## config.mk

```make
export PLATFORM = sky130hd
export DESIGN_NAME = regfile_wb_arbiter
export DESIGN_NICKNAME = d
export VERILOG_FILES = /design/src/rtl/regfile_wb_arbiter.sv
export SDC_FILE = /design/constraint.sdc
export NUM_CORES = 1
export LEC_CHECK = 0
export CAP_MARGIN = 0
export CORE_MARGIN = 8
export CORE_UTILIZATION = 65
export DETAILED_ROUTE_END_ITERATION = 7
export DONT_BUFFER_PORTS = 1
export PLACE_DENSITY = 0.91
export SYNTH_ARGS = -nofsm -noshare
export SYNTH_HDL_FRONTEND = slang
export SYNTH_SLANG_ARGS = --single-unit
```

## constraint.sdc

```tcl
create_clock -name clk -period 7.7 [get_ports clk]
set_input_delay 1.155 -clock clk [delete_from_list [all_inputs] [get_ports clk]]
set_output_delay 1.155 -clock clk [all_outputs]
set_load 0.05 [all_outputs]
```

## src/rtl/regfile_wb_arbiter.sv

```systemverilog
// Shares the register file write port between primary writeback and a buffered
// long-latency unit, with a destination scoreboard for hazard detection.
module regfile_wb_arbiter #(
    parameter int DW    = 32,
    parameter int AW    = 5,
    parameter int DEPTH = 2
) (
    input  logic                        clk,
    input  logic                        rst,
    input  logic                        p_we,
    input  logic [AW-1:0]               p_rd,
    input  logic [DW-1:0]               p_wd,
    output logic                        p_stall,
    input  logic                        s_issue,
    input  logic [AW-1:0]               s_issue_rd,
    input  logic                        s_valid,
    input  logic [AW-1:0]               s_rd,
    input  logic [DW-1:0]               s_wd,
    output logic                        s_ready,
    input  logic [AW-1:0]               q_a1,
    input  logic [AW-1:0]               q_a2,
    input  logic [AW-1:0]               q_rd,
    output logic                        hz_stall,
    output logic                        rf_we,
    output logic [AW-1:0]               rf_a3,
    output logic [DW-1:0]               rf_wd,
    output logic [(1<<AW)-1:0]          pending,
    output logic [$clog2(DEPTH):0]      fifo_cnt
);

    localparam int PW   = $clog2(DEPTH);
    localparam int CW   = PW + 1;
    localparam int NREG = 1 << AW;

    logic [AW-1:0]   rd_mem [DEPTH];
    logic [DW-1:0]   wd_mem [DEPTH];
    logic [PW-1:0]   wr_ptr_reg;
    logic [PW-1:0]   rd_ptr_reg;
    logic [CW-1:0]   cnt_reg;
    logic [NREG-1:0] pending_reg;
    logic [NREG-1:0] pending_next;
    logic [NREG-1:0] set_vec;
    logic [NREG-1:0] clr_vec;

    logic            full;
    logic            empty;
    logic            push;
    logic            pop;
    logic            p_act;
    logic            grant_p;
    logic            grant_fifo;
    logic [AW-1:0]   head_rd;
    logic [DW-1:0]   head_wd;

    assign full    = (cnt_reg == CW'(DEPTH));
    assign empty   = (cnt_reg == '0);
    assign head_rd = rd_mem[rd_ptr_reg];
    assign head_wd = wd_mem[rd_ptr_reg];

    // s_ready comes from registered occupancy only, so no path from s_valid.
    assign s_ready = rst && !full;
    assign push    = s_valid && s_ready;

    // Primary writes to x0 count as idle slots so they never block the drain.
    assign p_act      = p_we && (p_rd != '0);
    assign grant_fifo = rst && (full || (!p_act && !empty));
    assign grant_p    = rst && !full && p_act;
    assign pop        = grant_fifo;
    assign p_stall    = rst && full;

    always_ff @(posedge clk or negedge rst) begin
        if (!rst) begin
            wr_ptr_reg <= '0;
            rd_ptr_reg <= '0;
            cnt_reg    <= '0;
        end else begin
            if (push)
                wr_ptr_reg <= wr_ptr_reg + PW'(1);
            if (pop)
                rd_ptr_reg <= rd_ptr_reg + PW'(1);
            cnt_reg <= cnt_reg + CW'(push) - CW'(pop);
        end
    end

    // Storage needs no reset: occupancy alone decides which entries are live.
    always_ff @(posedge clk) begin
        if (push) begin
            rd_mem[wr_ptr_reg] <= s_rd;
            wd_mem[wr_ptr_reg] <= s_wd;
        end
    end

    always_comb begin
        rf_we = 1'b0;
        rf_a3 = '0;
        rf_wd = '0;
        if (grant_p) begin
            rf_we = 1'b1;
            rf_a3 = p_rd;
            rf_wd = p_wd;
        end else if (grant_fifo) begin
            rf_we = (head_rd != '0);
            rf_a3 = head_rd;
            rf_wd = head_wd;
        end
    end

    // x0 never becomes pending, so its set/clear lines are tied off.
    assign set_vec[0] = 1'b0;
    assign clr_vec[0] = 1'b0;

    generate
        for (genvar gi = 1; gi < NREG; gi++) begin : g_sb
            assign set_vec[gi] = s_issue && (s_issue_rd == AW'(gi));
            assign clr_vec[gi] = pop && (head_rd == AW'(gi));
        end
    endgenerate

    // Set is applied after clear so a re-issue in the retiring cycle survives.
    assign pending_next = (pending_reg & ~clr_vec) | set_vec;

    always_ff @(posedge clk or negedge rst) begin
        if (!rst)
            pending_reg <= '0;
        else
            pending_reg <= pending_next;
    end

    assign pending  = pending_reg;
    assign fifo_cnt = cnt_reg;
    assign hz_stall = rst && (pending_reg[q_a1] | pending_reg[q_a2] | pending_reg[q_rd]);

endmodule

```

==> summary.md <==
| Metric | Value |
|---|---|
| Worst path bufs/invs | 0 |
| Overall Power | 2.44 mW |
| Fin crit period | 4.66 ns |
| Root Buffer | clkbuf_8 |
| #FFs+latches synth | 109 |
| Synth top area cells | edfxtp_1, dfrtp_1, mux4_2, mux2i_1, nand2_1 |
| CP cell instances | or4_4 -> o211ai_4 -> nand2_2 -> o21ai_1 |
| CTS buffer count | 9 |
| Maximum clock frequency | 215 MHz |
| WL final | 13.5 mm |
| Die height | roughly 110 µm |
| Synth cell types | 49 |
| Initial antenna violation count | 0 |
| CTS Sinks | 109 |
| CTS Buffer Depth | 2 |
| Outcome | complete, no violations |
| Layout Nets | roughly 560 |
| Setup violations, final | 0 |
| Hold Path Class | primary input to asynchronous set/reset pin |
| Crit Path Class | primary input to output pin |
| Gr usage total | 0.226 |
| Commonest non-fill, non-tap cell in the layout | nand2_1 |
| Initial Utilization | 0.672 |
| CP startpoint kind | primary input |
| Final period util | 0.605 |
| Worst EP arrival | 3.51 ns |
| PD cells | 423 nW/µm² |
| Port bufs | 0 |
| Inst Count DP | 549 |
| Worst rel slew slack | 0.290 |
| Layout Cells excl Fill | 565 |
| Post-synth EDFFs | 74 |
| DRT antenna net count | 0 |
| Peak supply drop | between 0.2 and 0.3 mV |
| DP HPWL | 10.2 mm |
| Post_cts resized | 0 |
| Core area | between 8000 and 9000 µm² |
| Post-route cell area | 5770 µm² |
| Pre-CTS setup slack | just over 3 ns |
| Critical path's slowest cell | o21ai_1 |
| H-tree Lvls | 3 |
| Vias in the first global route | between 4000 and 5000 |
| Area growth, synth to finish | 4.46% |
| Largest net degree at the start of global routing | 53 |
| Layout Utilization | 0.702 |
| Largest area contributor in the synthesized netlist | edfxtp_1 |
| Slew @ Worst Pin | about 1.1 ns |
| TritonCTS clock tree | done |
| Setup slack after layout | 3.04 ns |
| Crit path max-delay family | compound AO/OA/AOI/OAI gates |
| Latest clock arrival within the worst-skew pair | 0.37 ns |
| Top Ports | approximately 170 |
| Die width | 108 µm |
| RSZ-0062 raised after global routing | no |
| Post-CTS Setup Repair Bufs | 0 |
| Skew final | 0.0130 ns |
| Drt wl/cell | 23.9 µm |
| Hold-fix buffers, CTS | 0 |
| Clk pin slew, worst setup/hold paths | 0.10 ns |
| CP max FO | between 40 and 50 |
| Synth Flop Type | edfxtp_1 |
| Critical path required time | 6.55 ns |
| Vias | 3888 |
| Share of the synthesized area in the top cell type | 0.402 |
| DR pass1 iterations | 5 |
| Die Area | roughly 12000 µm² |
| CP peak stage delay | 1.00 ns |
| Placer congestion estimate | 0.914 |
| Layout cells sized above 1 | 0.115 |
| Final number of max-transition violations | 0 |
| Antenna diodes | 0 |
| Commonest cells after routing, fill and taps aside | nand2_1, edfxtp_1, o21ai_1 |
| Mapped Area | 5520 µm² |
| Synthesized Nets | 565 |
| Synth Instances | about 470 |
| Iter 0 DRT Violations | 283 |
| First-pass GRT wire length | 20.6 mm |
| Final hold viol count | 0 |
| Vias per inst | 6.88 |
| Overflow after GRT | 0 |
| Largest register FFs | 64 |
| Max capacitance violation total | 0 |
| Asr flop ratio synth | 0.321 |
| Crit end category | output pin |
| Post-Synthesis Mean Instance Area | 11.9 µm² |
| Worst hold slack | 0.468 ns |
| Sequential area share after synthesis | 0.561 |
| Cell Area, Placed | 5580 µm² |
| Leakage power | roughly 2.1 nW |
| Setup TNS | 0 ns |
| Ys Warns | 0 |
| Number of core rows | 33 |
| Residual DRC | 0 |
==> kinds of logic after synthesis <==
logic type / count (synthesis) / synth area share
adders and majority gates: 1 / 0.00227
and+or+nand+nor: 153 / 0.129
xor gates and xnor gates: 4 / 0.00634
AOI/OAI and AO/OA: 100 / 0.108
DFF: 109 / 0.561
muxes: 66 / 0.168
other: 1 / 0.000679
buffers and inverters: 31 / 0.0249
==> metal layers <==
| layer | part of all wire | vias up | track usage | wire [µm] |
|---|---|---|---|---|
| met1 | 0.34 | 1877 | 0.246 | 4540 |
| met2 | 0.52 | 255 | 0.384 | 6980 |
| met5 | 0 | - | 0 | 0 |
| met4 | 0.030 | 0 | 0.113 | 408 |
| met3 | 0.12 | 35 | 0.0791 | 1590 |
| li1 | - | 1721 | - | - |
==> area by class of cell <==
| class | count | area, µm² |
|---|---|---|
| clock buffers | 9 | 124 |
| flip-flops and latches | 109 | 3100 |
| multi-input cells | 325 | 2300 |
| well taps | 105 | 131 |
| clock inverters | 7 | 67.6 |
| inverters | 7 | 26.3 |
| repair buffers | 3 | 22.5 |
| fillers | 540 | 2450 |
==> power by group <==
group | switching [mW] | internal, mW | total (mW)
clock network | 0.201 | 0.125 | 0.326
logic | 0.577 | 0.277 | 0.854
registers | 0.491 | 0.770 | 1.26
==> cell usage after synthesis, types with 2 or more instances <==
| cell type | count |
|---|---|
| nand4_1 | 8 |
| o21ai_1 | 5 |
| inv_1 | 7 |
| nand2_1 | 89 |
| a2111oi_0 | 4 |
| nor2b_1 | 11 |
| xnor2_1 | 3 |
| a221oi_1 | 2 |
| nor3b_1 | 3 |
| nor2_1 | 16 |
| mux2i_1 | 40 |
| nor3_1 | 4 |
| a32oi_1 | 2 |
| nand3b_1 | 2 |
| nand2b_1 | 4 |
| buf_2 | 8 |
| a21oi_1 | 5 |
| o21ai_0 | 65 |
| mux2_2 | 5 |
| nand3_1 | 6 |
| edfxtp_1 | 74 |
| o31ai_1 | 5 |
| clkbuf_1 | 14 |
| mux4_2 | 21 |
| o41ai_1 | 3 |
| dfrtp_1 | 35 |
| nand4b_1 | 2 |
==> final timing paths <==
| kind | from | end | slack (ns) | cells after the start |
|---|---|---|---|---|
| worst max-delay path | p_rd[1] | rf_a3[1] | 3.04 | 4 |
| worst min-delay path | rst | pending[23] | 0.47 | 0 |
| worst max register to register | fifo_cnt[0] | rd_mem[0][4] | 4.60 | 4 |
| worst min register to register | wr_ptr_reg | wr_ptr_reg | 0.56 | 1 |
| max in group asynchronous | rst | rd_ptr_reg | 7.14 | 0 |
| min in group clk | wr_ptr_reg | wr_ptr_reg | 0.56 | 1 |
No activity file was read; power rests on OpenSTA's default activity.
